File: src/rtl/simon_button_encoder_pkg.sv
`default_nettype none
// ============================================================================
// Module   : simon_button_encoder_pkg
// Purpose  : Shared Simon constants: button codes, FSM states and helpers.
// Revision : 1.0 - initial release
// ============================================================================
package simon_button_encoder_pkg;

    typedef enum logic [1:0] {
        ST_IDLE       = 2'd0,
        ST_DB_PRESS   = 2'd1,
        ST_HELD       = 2'd2,
        ST_DB_RELEASE = 2'd3
    } state_t;

    localparam logic [3:0] C_CODE_NONE = 4'd0;
    localparam logic [3:0] C_CODE_TL   = 4'd1;
    localparam logic [3:0] C_CODE_TR   = 4'd2;
    localparam logic [3:0] C_CODE_BL   = 4'd3;
    localparam logic [3:0] C_CODE_BR   = 4'd4;

    // Bit positions inside the synchronized button vector.
    localparam int C_IDX_TL = 3;
    localparam int C_IDX_TR = 2;
    localparam int C_IDX_BL = 1;
    localparam int C_IDX_BR = 0;

    function automatic logic is_one_hot(input logic [3:0] v);
        return (v != 4'd0) && ((v & (v - 4'd1)) == 4'd0);
    endfunction

    function automatic logic [3:0] encode_button(input logic [3:0] v);
        logic [3:0] code;
        case (v)
            4'b1000: code = C_CODE_TL;
            4'b0100: code = C_CODE_TR;
            4'b0010: code = C_CODE_BL;
            4'b0001: code = C_CODE_BR;
            default: code = C_CODE_NONE;
        endcase
        return code;
    endfunction

endpackage
`default_nettype wire

File: src/rtl/simon_button_encoder_sync_2ff.sv
`default_nettype none
// ============================================================================
// Module   : sync_2ff
// Purpose  : Two-flop synchronizer for one asynchronous button input.
// Revision : 1.0 - initial release
// ============================================================================
module sync_2ff (
    input  logic clk,
    input  logic rst,
    input  logic d,
    output logic q
);

    logic r_meta;
    logic r_sync;

    always_ff @(posedge clk or posedge rst) begin
        if (rst) begin
            r_meta <= 1'b0;
            r_sync <= 1'b0;
        end else begin
            r_meta <= d;
            r_sync <= r_meta;
        end
    end

    assign q = r_sync;

endmodule
`default_nettype wire

File: src/rtl/simon_button_encoder.sv
`default_nettype none
// ============================================================================
// Module   : simon_button_encoder
// Purpose  : Debounces four quadrant buttons and hands one code per press.
// Revision : 1.0 - initial release
// ============================================================================
module simon_button_encoder
    import simon_button_encoder_pkg::*;
#(
    parameter int DEBOUNCE_CYCLES = 500000,
    parameter int CNT_W           = 20
) (
    input  logic       clk,
    input  logic       rst,
    input  logic       btn_tl,
    input  logic       btn_tr,
    input  logic       btn_bl,
    input  logic       btn_br,
    input  logic       accept_en,
    input  logic       button_ack,
    output logic [3:0] button,
    output logic       button_valid,
    output logic       busy
);

    localparam logic [CNT_W-1:0] C_CNT_LAST = CNT_W'(DEBOUNCE_CYCLES - 1);
    localparam logic [CNT_W-1:0] C_CNT_MAX  = {CNT_W{1'b1}};
    localparam logic [CNT_W-1:0] C_CNT_ONE  = {{(CNT_W-1){1'b0}}, 1'b1};

    logic [3:0]       w_raw;
    logic [3:0]       w_sync;
    state_t           r_state;
    state_t           w_state_nxt;
    logic [3:0]       r_cand;
    logic [3:0]       w_cand_nxt;
    logic [CNT_W-1:0] r_cnt;
    logic [CNT_W-1:0] w_cnt_nxt;
    logic [CNT_W-1:0] w_cnt_inc;
    logic             w_load;
    logic [3:0]       r_button;
    logic             r_valid;

    assign w_raw = {btn_tl, btn_tr, btn_bl, btn_br};

    generate
        for (genvar gi = 0; gi < 4; gi++) begin : g_sync
            sync_2ff u_sync (
                .clk (clk),
                .rst (rst),
                .d   (w_raw[gi]),
                .q   (w_sync[gi])
            );
        end
    endgenerate

    assign w_cnt_inc = (r_cnt == C_CNT_MAX) ? r_cnt : (r_cnt + C_CNT_ONE);

    always_ff @(posedge clk or posedge rst) begin
        if (rst) begin
            r_state <= ST_IDLE;
            r_cand  <= 4'd0;
            r_cnt   <= '0;
        end else begin
            r_state <= w_state_nxt;
            r_cand  <= w_cand_nxt;
            r_cnt   <= w_cnt_nxt;
        end
    end

    always_comb begin
        w_state_nxt = r_state;
        w_cand_nxt  = r_cand;
        w_cnt_nxt   = r_cnt;
        w_load      = 1'b0;
        case (r_state)
            ST_IDLE: begin
                // A pending code blocks new presses; nothing is queued.
                if (is_one_hot(w_sync) && accept_en && !r_valid) begin
                    w_state_nxt = ST_DB_PRESS;
                    w_cand_nxt  = w_sync;
                    w_cnt_nxt   = '0;
                end
            end
            ST_DB_PRESS: begin
                if (w_sync != r_cand) begin
                    w_state_nxt = ST_IDLE;
                end else if (r_cnt >= C_CNT_LAST) begin
                    w_state_nxt = ST_HELD;
                    w_load      = 1'b1;
                end else begin
                    w_cnt_nxt = w_cnt_inc;
                end
            end
            ST_HELD: begin
                if (w_sync == 4'd0) begin
                    w_state_nxt = ST_DB_RELEASE;
                    w_cnt_nxt   = '0;
                end
            end
            ST_DB_RELEASE: begin
                if (w_sync != 4'd0) begin
                    w_state_nxt = ST_HELD;
                end else if (r_cnt >= C_CNT_LAST) begin
                    w_state_nxt = ST_IDLE;
                end else begin
                    w_cnt_nxt = w_cnt_inc;
                end
            end
            default: begin
                w_state_nxt = ST_IDLE;
            end
        endcase
    end

    // Loading a fresh code takes priority over an acknowledge on the same edge.
    always_ff @(posedge clk or posedge rst) begin
        if (rst) begin
            r_button <= C_CODE_NONE;
            r_valid  <= 1'b0;
        end else if (w_load) begin
            r_button <= encode_button(r_cand);
            r_valid  <= 1'b1;
        end else if (button_ack && r_valid) begin
            r_button <= C_CODE_NONE;
            r_valid  <= 1'b0;
        end
    end

    assign button       = r_button;
    assign button_valid = r_valid;
    assign busy         = (r_state != ST_IDLE);

endmodule
`default_nettype wire

File: config.mk
export PLATFORM = sky130hd
export DESIGN_NAME = simon_button_encoder
export DESIGN_NICKNAME = d
export VERILOG_FILES = /design/src/rtl/simon_button_encoder_pkg.sv /design/src/rtl/simon_button_encoder_sync_2ff.sv /design/src/rtl/simon_button_encoder.sv
export SDC_FILE = /design/constraint.sdc
export NUM_CORES = 1
export LEC_CHECK = 0
export ABC_AREA = 0
export CORE_MARGIN = 3
export CORE_UTILIZATION = 43
export CTS_CLUSTER_SIZE = 40
export DETAILED_ROUTE_END_ITERATION = 8
export HOLD_SLACK_MARGIN = 0.02
export PLACE_DENSITY_LB_ADDON = 0.15
export SLEW_MARGIN = 25
export SYNTH_ARGS = -nofsm -noshare
export SYNTH_HDL_FRONTEND = slang
export SYNTH_SLANG_ARGS = --single-unit
File: constraint.sdc
create_clock -name clk -period 6.62 [get_ports clk]
set_clock_uncertainty 0.05 [all_clocks]
set_input_delay 1.324 -clock clk [delete_from_list [all_inputs] [get_ports clk]]
set_output_delay 1.324 -clock clk [all_outputs]
set_load 0.01 [all_outputs]
### Word level (Yosys, flattened, before mapping)

Cells that the tools add are included.

| word-level totals | value |
|---|---|
| register bits | 39 |
| memory bits (read-only) | 0 |
| input port bits | 8 |
| output and inout bits | 6 |
| memories kept | 0 |
| bits in writable memories | 0 |
| latch bits | 0 |

| operators by class | value |
|---|---|
| shifts and indexed selects | 0 |
| muxes and demuxes | 22 |
| bitwise gates (word level) | 1 |
| magnitude comparators | 1 |
| add/subtract/negate cells | 2 |
| reductions and logical operators | 14 |
| equal/unequal tests | 15 |
| multipliers | 0 |
| div/mod/pow operators | 0 |

Operators with widths:

| operator | count |
|---|---|
| $mux 20 | 6 |
| $pmux 20 s4 | 1 |
| $add 20x1->20 const B | 1 |
| $eq 20x20->1 const B | 1 |
| $ge 20x19->1 const B | 1 |
| $mux 2 | 6 |
| $pmux 3 s4 | 1 |
| $logic_not 4->1 | 2 |
| $mux 4 | 2 |
| $ne 2x2->1 const B | 4 |
| $pmux 2 s4 | 1 |
| $reduce_and 4->1 | 2 |
| $ne 3x3->1 const B | 2 |
| $mux 1 | 5 |
| $and 4x4->4 | 1 |
| $eq 2x2->1 const B | 2 |
| $eq 4x1->1 const B | 1 |
| $eq 4x2->1 const B | 1 |
| $eq 4x3->1 const B | 1 |
| $eq 4x4->1 const B | 1 |
| $logic_and 1x1->1 | 4 |
| $ne 4x4->1 | 1 |
| $reduce_bool 2->1 | 2 |
| $reduce_bool 4->1 | 1 |
| other kinds (5) | 5 |

### Depth between registers and ports, before layout

Gate-level depths: netlist (run 1).

| depth | value |
|---|---|
| word-level depth | 8 |
| mapped depth | 8 |
| depth with buffers taken out | 7 |

### Modules after synthesis

Synthesis (run 1) repeated with hierarchy kept, for this count alone.

| unflattened totals | value |
|---|---|
| cells, all modules | 195 |
| area total of the unflattened synthesis | 1948.1 um^2 |

By module, submodules not included:

| module | area an instance (um^2) | instances | cells each | sequential area each (um^2) |
|---|---|---|---|---|
| simon_button_encoder | 1732.9 | 1 | 183 | 750.7 |
| sync_2ff | 53.8 | 4 | 3 | 50.0 |

### Worst setup path after synthesis (run 1)

Ideal clock, no wire load.

| path | value |
|---|---|
| path type | input port to flip-flop |
| from | input accept_en |
| to | register r_cnt[0] |
| stages on the path | 5 |
| slack | 4042 ps |
| arrival | 2459 ps |
| cells stage by stage | nand2_1 -> a2111oi_4 -> and3b_1 -> or4_1 -> nand3_1 |

| on the way | value |
|---|---|
| word-level cells in the longest chain between the ends | 4 |

RTL lines:

| item | line | RTL |
|---|---|---|
| from (decl) | simon_button_encoder.sv:19 | `input logic accept_en,` |
| $logic_and 1x1->1 (2 in series) | simon_button_encoder.sv:78 | `if (is_one_hot(w_sync) && accept_en && !r_valid) begin` |
| $ne 2x2->1 (no line) | n/a |  |
| $reduce_and 4->1 (no line) | n/a |  |
| to (signal assigned) | simon_button_encoder.sv:66 | `r_cnt <= w_cnt_nxt;` |
| to (decl) | simon_button_encoder.sv:36 | `logic [CNT_W-1:0] r_cnt;` |

Every way passes these cells.
A chain may end at the register's enable or synchronous reset.

### Final worst setup path (run 1)

| path | value |
|---|---|
| from | register r_state[0] |
| to | output busy |

| on the way | value |
|---|---|
| word-level cells in the longest chain between the ends | 1 |

RTL lines:

| item | line | RTL |
|---|---|---|
| from (decl) | simon_button_encoder.sv:32 | `state_t r_state;` |
| from (signal assigned) | simon_button_encoder.sv:64 | `r_state <= w_state_nxt;` |
| $reduce_bool 2->1 | simon_button_encoder.sv:131 | `assign busy = (r_state != ST_IDLE);` |
| to (decl) | simon_button_encoder.sv:23 | `output logic busy` |

Every way passes these cells.

==> results.py, run 1 <==
metrics = {
    "outcome": {
        "run_status": "complete, no violations",
    },
    "final_layout": {
        "area_growth_pct": 12.28,
        "post_route_cells_drive_above_1_share": 0.07009,
        "nNetsFinal": 222,
        "antennaDiodeCount": 0,
        "nFillCells": 384,
        "final-instance-count-excl-fill": 264,
        "layout.area.seq_um2": 950.9,
        "multiInputGateArea_um2": 914.6,
    },
    "power_and_ir_drop": {
        "irDropWorstVdd_mv": 0.1253,
        "power_density_mw_per_mm2": 219.2,
        "share_seq_of_total_power": 0.560,
        "power_report.internal_total_w": 0.0003510,
        "power_frac_comb": 0.089,
        "share_clk_of_total_power": 0.351,
        "netSwitchingPower_w": 0.0001280,
        "switching_share": 0.2672,
        "static-leakage-power_nw": 0.8921,
        "fin_total_pwr_w": 0.0004789,
    },
    "critical_path": {
        "cp_max_fo": 20,
        "cell_family_with_the_largest_share_of_critical_path_delay": "flip-flops",
        "worstReg2RegStart": "r_cnt[0]",
        "timing.reg2reg.worst_path_depth": 7,
        "worstPathRequired_ns": 5.25,
        "largest_stage_delay_worst_path_ns": 0.76,
        "critical_path.reg2reg.endpoint": "r_cnt[16]",
        "regToRegSetupSlack_ns": 3.69,
        "cp_num_buf_inv": 1,
        "critPathCaptureType": "output port",
        "crit_path_start_kind": "flip-flop",
        "worst_ep_arrival_time_ns": 1.85,
        "chain_of_cells_forming_the_critical_path": "or2_2, clkdlybuf4s50_1",
        "slowest_stage": "sky130_fd_sc_hd__dfrtp_1",
        "startpoint_to_endpoint_class_of_the_critical_path": "flip-flop to output port",
    },
    "synth": {
        "postSynthNetCount": 213,
        "synth_area_leader": "sky130_fd_sc_hd__dfrtp_1",
        "yosysWarningCount": 0,
        "yosys_register_bits": 38,
        "synth_area_leaders": "sky130_fd_sc_hd__dfrtp_1, sky130_fd_sc_hd__o21ai_0, sky130_fd_sc_hd__nand2_1, sky130_fd_sc_hd__a21oi_1, sky130_fd_sc_hd__nand3_1",
        "yosysSeqAreaShare": 0.4887,
        "synth_top_area_share": 0.4887,
        "synth_cell_type_count": 42,
        "synthesis.area_mm2": 0.001946,
        "cells_after_synthesis": 204,
        "synth_flop_cell": "sky130_fd_sc_hd__dfrtp_1",
        "synth-async-reset-ratio": 1.000,
        "synth_edf_count": 0,
        "avgSynthCellArea_um2": 9.537,
    },
    "detailed_routing": {
        "drc": 0,
        "totalWireLength_um": 4278,
        "final_antenna_net_count": 0,
        "dr_iter_0_viols": 226,
        "routed_via_density": 6.125,
        "drt-pass1-iter-count": 4,
        "num_vias": 1617,
        "post_drt_wl_per_cell_um": 16.20,
    },
    "clock_tree": {
        "clock_sink_count": 38,
        "cts_htree_levels": 2,
        "cts_hold_buffers": 0,
        "clock-root-buffer": "sky130_fd_sc_hd__clkbuf_8",
        "cts_inserted_buffers": 5,
        "worst_setup_hold_path_clk_slew_ns": 0.07,
        "cts_tree": "yes",
        "clock_latency_ns": 0.29,
        "cts.path.max_buffers": 2,
        "postCtsResizedCells": 0,
        "post_cts_setup_repair_buffer_count": 0,
    },
    "global_route": {
        "wire_length_of_the_first_global_routing_pass_um": 7631,
        "grt_antenna_before_repair": 0,
        "overflow": 0,
        "first_global_vias": 1647,
        "track_usage": 0.1815,
        "grt_max_degree": 39,
    },
    "sta": {
        "final-max-slew-violation-count": 0,
        "setup_ws_ns": 3.401,
        "worst_slew_pin_slew_ns": 0.7410,
        "min_period_over_period": 0.4863,
        "tns_ns": 0,
        "finalWorstPathRequiredPeriod_ns": 3.219,
        "max_freq_ghz": 0.3107,
        "slew-limit-headroom": 0.5060,
        "hold_viol": 0,
        "rsz0062_at_grt": "false",
        "finalSetupViolCount": 0,
    },
    "place": {
        "dp_cells": 256,
        "hpwl_um": 2803,
        "post-place-ws_ns": 3.169,
        "place.port_buffers": 12,
        "place_congestion": 0.8783,
    },
    "run": {
        "drv.max_cap_violation_count": 0,
    },
    "die": {
        "die_w_um": 73.27,
        "floorplan.die.height_um": 73.27,
        "rows": 23,
        "design.die.area_mm2": 0.005368,
        "starting_density": 0.4663,
        "core_area_mm2": 0.004173,
        "num_io_pins": 14,
    },
    "hold_path": {
        "hold_path_class": "flip-flop to flip-flop",
        "worstHoldPathCells": 0,
        "hold_end": "g_sync[0].u_sync.q",
        "min-delay-start": "g_sync[0].u_sync.r_meta",
    },
}
-- kinds of logic (layout without fill, tap and decap cells) --
group / after synthesis / count (layout) / synth area share
XOR/XNOR: 8 / 8 / 0.03601
multiplexers: 4 / 4 / 0.02315
buffers and inverters: 20 / 30 / 0.04115
adder cells (fa/ha/maj): 1 / 1 / 0.006430
AO/OA/AOI/OAI: 61 / 61 / 0.2064
other: 1 / 1 / 0.001927
flip-flops: 38 / 38 / 0.4887
AND/OR/NAND/NOR: 71 / 71 / 0.1962
-- sequential cells by signal (all words and copies together) (netlist names) --
signal / cells
r_cnt: 20
g_sync.u_sync.q: 4
g_sync.u_sync.r_meta: 4
r_cand: 4
button: 3
r_state: 2
button_valid: 1
-- metrics by stage --
stage	hold WS, ns	utilization	area, µm²
floorplan	0.2812	-	1946
global placement	0.2828	0.5008	2090
detailed placement	0.2862	0.5008	2090
CTS	0.3034	0.5235	2185
global route	0.3247	0.5235	2185
finish	0.2992	0.5235	2185
-- Yosys cell counts, types with 2 or more instances --
master,count
sky130_fd_sc_hd__dfrtp_1,38
sky130_fd_sc_hd__o21ai_0,23
sky130_fd_sc_hd__nand2_1,22
sky130_fd_sc_hd__a21oi_1,10
sky130_fd_sc_hd__nand3_1,10
sky130_fd_sc_hd__clkbuf_1,9
sky130_fd_sc_hd__inv_1,9
sky130_fd_sc_hd__nand4_1,7
sky130_fd_sc_hd__nor2_1,5
sky130_fd_sc_hd__nor3_1,5
sky130_fd_sc_hd__xor2_1,5
sky130_fd_sc_hd__a41oi_1,4
sky130_fd_sc_hd__and3_1,4
sky130_fd_sc_hd__mux2_2,4
sky130_fd_sc_hd__o41ai_1,4
sky130_fd_sc_hd__and4_1,3
sky130_fd_sc_hd__o21a_1,3
sky130_fd_sc_hd__o31ai_1,3
sky130_fd_sc_hd__or3_1,3
sky130_fd_sc_hd__or4_1,3
sky130_fd_sc_hd__xnor2_1,3
sky130_fd_sc_hd__a21o_1,2
sky130_fd_sc_hd__a31oi_1,2
sky130_fd_sc_hd__nor4b_1,2
sky130_fd_sc_hd__o211ai_1,2
sky130_fd_sc_hd__o21ai_1,2
sky130_fd_sc_hd__o22ai_1,2
-- placed cells by master, fill, tap and decap left out, drive strengths merged, types with 2 or more instances in the layout --
cell / netlist / final
a31oi: 2 / 2
xor2: 5 / 5
dfrtp: 38 / 38
clkbuf: 9 / 6
o22ai: 2 / 2
nand4: 7 / 7
nand3: 10 / 10
and4: 3 / 3
a21oi: 10 / 10
clkdlybuf4s50: 0 / 12
nor3: 5 / 5
mux2: 4 / 4
nor4b: 2 / 2
o211ai: 2 / 2
xnor2: 3 / 3
inv: 9 / 9
or3: 3 / 3
or4: 3 / 3
o31ai: 3 / 3
a21o: 2 / 2
and3: 4 / 4
o21a: 3 / 3
nand2: 22 / 22
a41oi: 4 / 4
o41ai: 4 / 4
nor2: 5 / 5
o21ai: 25 / 25
-- worst max-delay path by stage --
stage / endpoint / from / cells after the start / slack, ns
2_1_floorplan: r_cnt[0] / accept_en / 5 / 4.04
3_3_place_gp: r_cnt[0] / accept_en / 6 / 3.24
3_5_place_dp: r_cnt[0] / accept_en / 6 / 3.17
4_1_cts: busy / r_state[0] / 2 / 3.40
5_1_grt: busy / r_state[0] / 2 / 3.30
6_report: busy / r_state[0] / 2 / 3.40
-- per-layer routing --
metal / GRT usage / wire, µm / vias to the layer above
met5: 0 / 0 / -
met2: 0.2800 / 2027 / 59
met3: 0.04788 / 259 / 6
li1: - / - / 775
met4: 0.06352 / 37 / 0
met1: 0.2461 / 1953 / 777
-- power groups by stage --
| stage | Clock, W | Combinational, W | Sequential [W] |
|---|---|---|---|
| 2_1_floorplan | 0 | 0.0000327 | 0.000266 |
| 6_report | 0.000168 | 0.0000428 | 0.000268 |
| 5_1_grt | 0.000187 | 0.0000498 | 0.000271 |
| 4_1_cts | 0.000173 | 0.0000432 | 0.000267 |
| 3_5_place_dp | 0 | 0.0000428 | 0.000272 |
| 3_3_place_gp | 0 | 0.0000409 | 0.000270 |
-- area by class of cell --
cell class,count,share of cell area
sequential,38,0.4353
timing repair buffer,13,0.05842
tap,50,0.02864
inverter,9,0.01546
multi-input combinational,146,0.4187
clock buffer,6,0.03780
clock inverter,2,0.005727
(Power assumes the default switching activity.)
==> inputs of run 2 (changes only) <==
Clock period 6.62 ns to 3.4 ns, I/O delays scaled along.
==> run 2 against run 1 <==
  * Utilization rose by 0.18 points
  * Wire length fell by 1.7%
  * Final area rose by 0.34%
  * Critical path depth rose by 3
  * Combinational power rose by 93%
  * Cell count rose by 0.38%
  * Global-route usage fell by 0.48 points
  * Non-clock buffer count rose by 1
  * Largest cell class unchanged
==> results.py, run 2 (synthesized netlist as in run 1, its figures left out) <==
metrics = {
    "detailed_routing": {
        "post_drt_wl_per_cell_um": 15.88,
        "drt-pass1-iter-count": 4,
        "drc": 0,
        "num_vias": 1603,
        "routed_via_density": 6.049,
        "totalWireLength_um": 4207,
        "dr_iter_0_viols": 182,
        "final_antenna_net_count": 0,
    },
    "sta": {
        "finalWorstPathRequiredPeriod_ns": 2.724,
        "slew-limit-headroom": 0.4956,
        "final-max-slew-violation-count": 0,
        "rsz0062_at_grt": "false",
        "worst_slew_pin_slew_ns": 0.7567,
        "max_freq_ghz": 0.3671,
        "min_period_over_period": 0.8012,
        "hold_viol": 0,
        "finalSetupViolCount": 0,
        "tns_ns": 0,
    },
    "final_layout": {
        "final_core_utilization": 0.5253,
        "multiInputGateArea_um2": 914.6,
        "layout.area.seq_um2": 950.9,
        "nNetsFinal": 223,
        "final_common_cell": "sky130_fd_sc_hd__dfrtp_1",
        "top_register": "r_cnt",
        "post_route_cells_drive_above_1_share": 0.07442,
        "most-common-layout-cells": "sky130_fd_sc_hd__dfrtp_1, sky130_fd_sc_hd__o21ai_0, sky130_fd_sc_hd__nand2_1",
        "nFillCells": 368,
        "antennaDiodeCount": 0,
        "largest_register_ffs": 20,
        "area_growth_pct": 12.67,
    },
    "outcome": {
        "run_status": "complete, no violations",
    },
    "global_route": {
        "grt_max_degree": 24,
        "overflow": 0,
        "track_usage": 0.1767,
        "wire_length_of_the_first_global_routing_pass_um": 7389,
        "first_global_vias": 1588,
        "grt_antenna_before_repair": 0,
    },
    "clock_tree": {
        "clock_sink_count": 38,
        "worst_setup_hold_path_clk_slew_ns": 0.08,
        "cts.path.max_buffers": 2,
        "clock-root-buffer": "sky130_fd_sc_hd__clkbuf_8",
        "post_cts_setup_repair_buffer_count": 0,
        "cts_inserted_buffers": 5,
        "clock_latency_ns": 0.29,
        "cts_htree_levels": 2,
        "postCtsResizedCells": 0,
        "cts_hold_buffers": 0,
        "cts_tree": "yes",
    },
    "critical_path": {
        "critical_path.reg2reg.endpoint": "r_cnt[0]",
        "cp_max_fo": 23,
        "regToRegSetupSlack_ns": 0.68,
        "critPathCaptureType": "flip-flop",
        "worst_ep_arrival_time_ns": 2.90,
        "chain_of_cells_forming_the_critical_path": "or2_2, a2111oi_4, and3b_1, or4_1, nand3_1",
        "crit_path_start_kind": "flip-flop",
        "cp_num_buf_inv": 0,
        "startpoint_to_endpoint_class_of_the_critical_path": "flip-flop to flip-flop",
        "worstPathRequired_ns": 3.58,
        "slowest_stage": "sky130_fd_sc_hd__dfrtp_1",
        "timing.reg2reg.worst_path_depth": 5,
        "largest_stage_delay_worst_path_ns": 0.62,
        "worstReg2RegStart": "r_state[0]",
        "cell_family_with_the_largest_share_of_critical_path_delay": "simple AND/OR/NAND/NOR gates",
    },
    "hold_path": {
        "worstHoldPathCells": 0,
        "hold_end": "g_sync[0].u_sync.q",
        "hold_path_class": "flip-flop to flip-flop",
        "min-delay-start": "g_sync[0].u_sync.r_meta",
    },
    "power_and_ir_drop": {
        "static-leakage-power_nw": 0.8963,
        "irDropWorstVdd_mv": 0.2452,
        "switching_share": 0.2624,
        "power_frac_comb": 0.089,
        "netSwitchingPower_w": 0.0002431,
        "power_density_mw_per_mm2": 422.6,
        "share_seq_of_total_power": 0.563,
        "power_report.internal_total_w": 0.0006833,
        "share_clk_of_total_power": 0.348,
    },
    "place": {
        "hpwl_um": 2880,
        "place_congestion": 0.9445,
        "place.port_buffers": 12,
    },
    "run": {
        "drv.max_cap_violation_count": 0,
    },
    "die": {
        "num_io_pins": 14,
        "core_area_mm2": 0.004173,
        "floorplan.die.height_um": 73.27,
        "die_w_um": 73.27,
        "design.die.area_mm2": 0.005368,
        "rows": 23,
        "starting_density": 0.4663,
    },
}
[run 2: changes by cell type in the layout (fill, tap and decap cells not counted), sizes merged]
cell	change
buf	+1
[run 2: power by group through the flow]
stage	Clock [W]	Combinational [W]	Sequential (W)
after floorplan	0	0.0000637	0.000517
after global placement	0	0.0000801	0.000526
after detailed placement	0	0.0000831	0.000529
after CTS	0.000333	0.0000835	0.000520
after global routing	0.000354	0.0000952	0.000528
final	0.000322	0.0000824	0.000522
[run 2: area by class of cell]
class	instances	area share
flip-flops and latches	38	0.4338
clock buffers	6	0.03767
clock inverters	2	0.005708
repair buffers	14	0.06164
multi-input cells	146	0.4172
inverters	9	0.01541
well taps	50	0.02854
[run 2: how the worst max path moves through the flow]
| stage | start | end | slack [ns] | cells past startpoint |
|---|---|---|---|---|
| after floorplan | r_cnt[0] | r_cnt[16] | 1.28 | 7 |
| after global placement | accept_en | r_cnt[0] | 0.67 | 6 |
| after detailed placement | accept_en | r_cnt[0] | 0.52 | 6 |
| after CTS | r_state[0] | r_cnt[0] | 0.68 | 5 |
| after global routing | r_state[0] | r_cnt[0] | 0.51 | 5 |
| final | r_state[0] | r_cnt[0] | 0.68 | 5 |
[run 2: routing by layer]
layer,GRT usage,share of wire,vias up
li1,-,-,772
met1,0.2332,0.47,769
met5,0,0,-
met4,0.06762,0.012,0
met3,0.04241,0.064,7
met2,0.2800,0.45,55
[run 2: worst register-to-register path, cell delays in order (launching register included)]
cell,delay [ns]
sky130_fd_sc_hd__dfrtp_1,0.62
sky130_fd_sc_hd__or2_2,0.43
sky130_fd_sc_hd__a2111oi_4,0.44
sky130_fd_sc_hd__and3b_1,0.48
sky130_fd_sc_hd__or4_1,0.57
sky130_fd_sc_hd__nand3_1,0.08
[run 2: through the flow]
| stage | power [W] | hold slack (ns) | area [µm²] | std cells | setup WS [ns] |
|---|---|---|---|---|---|
| 2_1_floorplan | 0.0005811 | 0.2812 | 1946 | 204 | 1.280 |
| 3_3_place_gp | 0.0006059 | 0.2823 | 2097 | 257 | 0.6705 |
| 3_5_place_dp | 0.0006118 | 0.2870 | 2097 | 257 | 0.5195 |
| 4_1_cts | 0.0009365 | 0.3037 | 2192 | 265 | 0.6832 |
| 5_1_grt | 0.0009769 | 0.3186 | 2192 | 265 | 0.5089 |
| 6_report | 0.0009264 | 0.3003 | 2192 | 265 | 0.6761 |
